File: config.mk
export PLATFORM = sky130hd
export DESIGN_NAME = modn_updown_counter_flat
export DESIGN_NICKNAME = d
export VERILOG_FILES = /design/src/rtl/modn_updown_counter_pkg.sv /design/src/rtl/modn_updown_counter_if.sv /design/src/rtl/modn_updown_counter.sv /design/src/flat_wrapper.sv
export SDC_FILE = /design/constraint.sdc
export NUM_CORES = 1
export LEC_CHECK = 0
export ABC_AREA = 1
export BUFFER_PORTS_ARGS = -buffer_cell sky130_fd_sc_hd__clkbuf_2
export CAP_MARGIN = 20
export CORE_AREA = 2 2 39 41
export CTS_BUF_LIST = sky130_fd_sc_hd__clkbuf_8 sky130_fd_sc_hd__clkbuf_16
export CTS_CLUSTER_DIAMETER = 40
export CTS_CLUSTER_SIZE = 10
export DETAILED_ROUTE_END_ITERATION = 8
export DIE_AREA = 0 0 41 43
export GPL_ROUTABILITY_DRIVEN = 0
export GPL_TIMING_DRIVEN = 0
export SYNTH_ARGS = -nofsm -noshare
export SYNTH_HDL_FRONTEND = slang
export SYNTH_SLANG_ARGS = --single-unit
export TNS_END_PERCENT = 50
File: constraint.sdc
create_clock -name clk -period 1.1 [get_ports clk]
set_input_delay 0 -clock clk [delete_from_list [all_inputs] [get_ports clk]]
set_output_delay 0 -clock clk [all_outputs]
set_load 0.01 [all_outputs]
File: src/rtl/modn_updown_counter_pkg.sv
// rtl/modn_updown_counter_pkg.sv - shared constants and parameter checks for the mod-N counter
package modn_updown_counter_pkg;

    localparam logic MODE_DOWN = 1'b0;
    localparam logic MODE_UP   = 1'b1;

    // True when a WIDTH-bit count can hold every state 0..modulus-1.
    function automatic bit width_fits(input int modulus, input int width);
        return ($clog2(modulus) <= width);
    endfunction

    // Full legality check used at elaboration.
    function automatic bit params_ok(input int modulus, input int width, input int reset_val);
        return (width >= 1) && (modulus >= 2) && width_fits(modulus, width)
            && (reset_val >= 0) && (reset_val < modulus);
    endfunction

endpackage

File: src/rtl/modn_updown_counter_if.sv
// rtl/modn_updown_counter_if.sv - control and status bundle of one counter digit
interface modn_updown_counter_if #(
    parameter int WIDTH = 4
);
    logic             en;
    logic             load;
    logic             mode;
    logic [WIDTH-1:0] data_in;
    logic [WIDTH-1:0] data_out;
    logic             wrap;
    logic             load_err;
    logic             tc;

    modport master (
        output en, load, mode, data_in,
        input  data_out, wrap, load_err, tc
    );

    modport slave (
        input  en, load, mode, data_in,
        output data_out, wrap, load_err, tc
    );
endinterface

File: src/rtl/modn_updown_counter.sv
// rtl/modn_updown_counter.sv - parametrised modulo-N up/down counter with load check and cascade tc
module modn_updown_counter
    import modn_updown_counter_pkg::*;
#(
    parameter int MODULUS   = 12,
    parameter int WIDTH     = 4,
    parameter int RESET_VAL = 0
) (
    input  logic                  clk,
    input  logic                  rst,
    modn_updown_counter_if.slave  bus
);

    if (!params_ok(MODULUS, WIDTH, RESET_VAL)) begin : g_bad_params
        $fatal(1, "modn_updown_counter: illegal MODULUS/WIDTH/RESET_VAL combination");
    end

    // Comparisons run one bit wider so MODULUS == 2**WIDTH is representable.
    localparam logic [WIDTH:0]   MOD_EXT = (WIDTH+1)'(MODULUS);
    localparam logic [WIDTH:0]   TOP_EXT = (WIDTH+1)'(MODULUS - 1);
    localparam logic [WIDTH-1:0] TOP_VAL = WIDTH'(MODULUS - 1);
    localparam logic [WIDTH-1:0] RST_VAL = WIDTH'(RESET_VAL);

    logic [WIDTH-1:0] count_q, count_d;
    logic             wrap_q, wrap_d;
    logic             load_err_q, load_err_d;
    logic [WIDTH:0]   count_ext;
    logic [WIDTH:0]   data_in_ext;

    assign count_ext   = {1'b0, count_q};
    assign data_in_ext = {1'b0, bus.data_in};

    // Next state: load (range-checked) beats counting, counting beats hold.
    always_comb begin
        count_d    = count_q;
        wrap_d     = 1'b0;
        load_err_d = 1'b0;
        if (bus.load) begin
            if (data_in_ext < MOD_EXT) begin
                count_d = bus.data_in;
            end else begin
                load_err_d = 1'b1;
            end
        end else if (bus.en) begin
            if (bus.mode == MODE_DOWN) begin
                // Out-of-range states are folded into the wrap path defensively.
                if ((count_ext == '0) || (count_ext >= MOD_EXT)) begin
                    count_d = TOP_VAL;
                    wrap_d  = 1'b1;
                end else begin
                    count_d = count_q - WIDTH'(1);
                end
            end else begin
                if (count_ext >= TOP_EXT) begin
                    count_d = '0;
                    wrap_d  = 1'b1;
                end else begin
                    count_d = count_q + WIDTH'(1);
                end
            end
        end
    end

    // State and registered pulses; reset clears the pulses so an aborted count never wraps.
    always_ff @(posedge clk or negedge rst) begin
        if (!rst) begin
            count_q    <= RST_VAL;
            wrap_q     <= 1'b0;
            load_err_q <= 1'b0;
        end else begin
            count_q    <= count_d;
            wrap_q     <= wrap_d;
            load_err_q <= load_err_d;
        end
    end

    assign bus.data_out = count_q;
    assign bus.wrap     = wrap_q;
    assign bus.load_err = load_err_q;
    // Zero-latency carry so the next digit advances on the same edge this one wraps.
    assign bus.tc = bus.en & ((bus.mode == MODE_UP) ? (count_ext == TOP_EXT)
                                                    : (count_ext == '0));

endmodule

File: src/flat_wrapper.sv
// flat-port wrapper written by rule: the top's interface ports become plain ports
module modn_updown_counter_flat import modn_updown_counter_pkg::*;
#(
    parameter int MODULUS   = 12,
    parameter int WIDTH     = 4,
    parameter int RESET_VAL = 0
)
  (clk, rst, bus_en, bus_load, bus_mode, bus_data_in, bus_data_out, bus_wrap, bus_load_err, bus_tc);
  modn_updown_counter_if #(.WIDTH(WIDTH)) bus_i ();
  input  logic clk;
  input  logic rst;
  input wire logic [$bits(bus_i.en)-1:0] bus_en;
  input wire logic [$bits(bus_i.load)-1:0] bus_load;
  input wire logic [$bits(bus_i.mode)-1:0] bus_mode;
  input wire logic [$bits(bus_i.data_in)-1:0] bus_data_in;
  output wire logic [$bits(bus_i.data_out)-1:0] bus_data_out;
  output wire logic [$bits(bus_i.wrap)-1:0] bus_wrap;
  output wire logic [$bits(bus_i.load_err)-1:0] bus_load_err;
  output wire logic [$bits(bus_i.tc)-1:0] bus_tc;
  assign bus_i.en = bus_en;
  assign bus_i.load = bus_load;
  assign bus_i.mode = bus_mode;
  assign bus_i.data_in = bus_data_in;
  assign bus_data_out = bus_i.data_out;
  assign bus_wrap = bus_i.wrap;
  assign bus_load_err = bus_i.load_err;
  assign bus_tc = bus_i.tc;
  modn_updown_counter #(.MODULUS(MODULUS), .WIDTH(WIDTH), .RESET_VAL(RESET_VAL)) u_core (.clk(clk), .rst(rst), .bus(bus_i));
endmodule
==> flow_metrics.tcl <==
set metrics [dict create \
    status "complete, but fails checks" \
    failed_checks "setup timing" \
    grt_antenna_before_repair 0 \
    power.density_cell_area_nw_per_um2 1540 \
    cpMaxStageDelayCell "sky130_fd_sc_hd__dfrtp_2" \
    finalHoldViolations 0 \
    mostFrequentLayoutCells "sky130_fd_sc_hd__nand2_1, sky130_fd_sc_hd__clkbuf_2, sky130_fd_sc_hd__inv_1" \
    congestion_overflow_gr 0 \
    largest_clock_skew_in_the_final_design_ns 0.00419 \
    period_needed_ns 1.27 \
    total_power_mw 1.17 \
    worst_path_largest_cell_delay_ns 0.40 \
    clock_latency_ns 0.22 \
    die-area_um2 1760 \
    fraction_of_synthesized_cell_area_in_xor_and_xnor_cells 0.0176 \
    worstPathArrival_ns 1.27 \
    first_global_vias 524 \
    synth_area_per_cell_um2 6.55 \
    detailroute.via_count 565 \
    place.port_buffers 15 \
    clk_transition_reported_paths_ns 0.04 \
    groute.usage.overall 0.169 \
    worst_hold_slack_ns 0.0515 \
    final-instance-count-excl-fill 119 \
    p_leak_nw 0.421 \
    critPathBufInv 3 \
    final_max_slew_viols 0 \
    ranking_of_synthesized_cells_by_area "sky130_fd_sc_hd__dfrtp_1, sky130_fd_sc_hd__nand2_1, sky130_fd_sc_hd__inv_1" \
    synth.largest_area_cell "sky130_fd_sc_hd__dfrtp_1" \
    final_area_um2 759 \
    detailed_router_s_first_iteration_violation_count 2 \
    drc 0 \
    relSlewSlack 0.830 \
    clk_path_buf_depth 2 \
    path_length_in_cells_of_the_critical_path 7 \
    number_of_antenna_diodes 0 \
    worst_pin_slew_ns 0.256 \
    finalWorstSetupSlack_ns -0.172 \
    final_core_util 0.549 \
    worstSetupEndpointType "output port" \
    synth_largest_type_area_fraction 0.302 \
    maxClockFrequency_mhz 786 \
    timing_worst_setup_path_type "register to output port" \
    cts_bufs_inserted 3 \
    post_synth_fa_ha_maj_area_fraction 0.0503 \
    critPathMaxFanout 3 \
    pin_count 16 \
    row_count 14 \
    fp.dieH_um 43 \
    cts_tree "yes" \
    mappedNetlistNets 87 \
    worst_path_required_ns 1.10 \
    use_met2 0.269 \
    synth_cell_types 18 \
    final_layout_size_suffix_gt1_frac 0.456 \
    grt_setup_unrepaired "true" \
    syn_to_final_growth_pct 52.5 \
    route.detailed.wl_per_inst_um 10.6 \
    globalRoute.busiestLayer "met2" \
    synth_simple_gate_area_frac 0.354 \
    groute.layer.met1.usage 0.227 \
    timing.critical_path.cells "inv_2, ha_4, nand2_4, inv_2, o21ai_2, nor2_1, buf_2" \
    width_of_the_die_um 41 \
    cpMostUsedCell "sky130_fd_sc_hd__inv_2" \
    cap_violations 0 \
    dpl-instance-area_um2 623 \
    irDropWorstVdd_mv 0.590 \
    finalWirelength_um 1270 \
    synthesis.yosys.warnings 0 \
    clock_sink_count 6 \
    setup_violations 6 \
    main_combinational_cell_family_by_area_after_synthesis "simple AND/OR/NAND/NOR gates" \
    dpl.cell_count 107 \
    detailedRoute.firstPassIterationCount 3 \
    syn_inst 76 \
    final_net_count 115 \
    synth-compound-area-share 0.171 \
    cts-htree-levels 1 \
    r2r_cells 8 \
    floorplan.initialDensity 0.360 \
    ant_nets 0 \
    final_min_period_over_clock_period 1.16 \
    type_of_the_tightest_min_delay_check "input port to register" \
    min_path_cells 3 \
    root_buffer "sky130_fd_sc_hd__clkbuf_8" \
    gr-usage-met3 0.0157 \
    viasPerCell 4.75 \
    synth-seq-cells 6 \
    path_delay_family "flip-flops" \
    grt_max_degree 11 \
    mostFrequentLayoutCell "sky130_fd_sc_hd__nand2_1" \
    synthesis.area_um2 498 \
    part_of_the_yosys_area_used_for_sequential_elements 0.302 \
    core-area_um2 1380 \
    setup.worst_path.start_class "register" \
    post_synthesis_mux_area_share 0 \
    first_pass_grt_wire_length_um 2090 \
    hpwlAfterDp_um 925 \
]
where the power goes:
part / switching, mW / internal (mW)
Clock: 0.0931 / 0.239
Combinational: 0.286 / 0.246
Sequential: 0.0476 / 0.256
cell type report:
class | count | area, µm²
Fill cell | 141 | 624
Tap cell | 16 | 20.0
Timing Repair Buffer | 23 | 138
Buffer | 1 | 11.3
Clock inverter | 1 | 3.75
Inverter | 11 | 41.3
Clock buffer | 3 | 41.3
Sequential cell | 6 | 154
Multi-Input combinational cell | 58 | 350
kinds of logic (layout without fill, tap and decap cells):
group	Yosys count	in the layout
flops	6	6
simple gates	40	40
xor+xnor	1	1
buf+inv	12	39
fa+ha+maj	2	2
compound gates	15	15
state kept, by name, indices dropped and copies added (netlist names):
name and cells:
u_core.bus.data_out 4, u_core.bus.wrap 1, u_core.bus.load_err 1
metrics by stage:
stage               TNS [ns]  setup WS (ns)
finish                -0.728         -0.172
global route           -1.21         -0.269
CTS                   -0.757         -0.190
detailed placement    -0.827         -0.188
global placement      -0.883         -0.200
floorplan             -0.316        -0.0924
what timing repair did:
| action | in CTS | in global routing |
|---|---|---|
| pin swaps | 5 | 2 |
| setup buffers | 7 | 0 |
| hold endpoints to repair | 6 | 0 |
| resized for setup | 6 | 5 |
| hold buffers | 1 | 0 |
| setup endpoints to repair | 6 | 6 |
cells in the mapped netlist (all sizes together):
master  instances
dfrtp           6
buf             1
inv            11
a21oi           6
nand2          24
ha              2
nand3           5
o21ai           7
xor2            1
nor2           10
o22ai           2
nand4           1
final timing paths:
| kind | start | end | slack [ns] |
|---|---|---|---|
| worst max-delay path | u_core.bus.data_out[1] | bus_tc | -0.17 |
| worst min-delay path | bus_data_in[2] | u_core.bus.load_err | 0.05 |
| worst max register to register | u_core.bus.data_out[1] | u_core.bus.data_out[0] | -0.15 |
| worst min register to register | u_core.bus.data_out[2] | u_core.bus.data_out[2] | 0.71 |
| max in group asynchronous | rst | u_core.bus.data_out[3] | 0.81 |
| min in group asynchronous | rst | u_core.bus.data_out[0] | 0.13 |
layer usage:
layer  wire length (µm)  part of all wire
met2                604              0.48
met4                  9            0.0071
met1                615              0.49
met5                  0                 0
met3                 35             0.028
worst register-to-register path, cell delays in order, from the launching register on:
cell and delay, ns:
sky130_fd_sc_hd__dfrtp_2 0.40, sky130_fd_sc_hd__inv_2 0.07, sky130_fd_sc_hd__ha_4 0.17, sky130_fd_sc_hd__nand2_4 0.07
sky130_fd_sc_hd__nand2_2 0.07, sky130_fd_sc_hd__nand2_1 0.06, sky130_fd_sc_hd__nand2_1 0.05, sky130_fd_sc_hd__o21ai_1 0.16
sky130_fd_sc_hd__o21ai_1 0.09
Note: power is estimated with default switching activity, not from simulation.
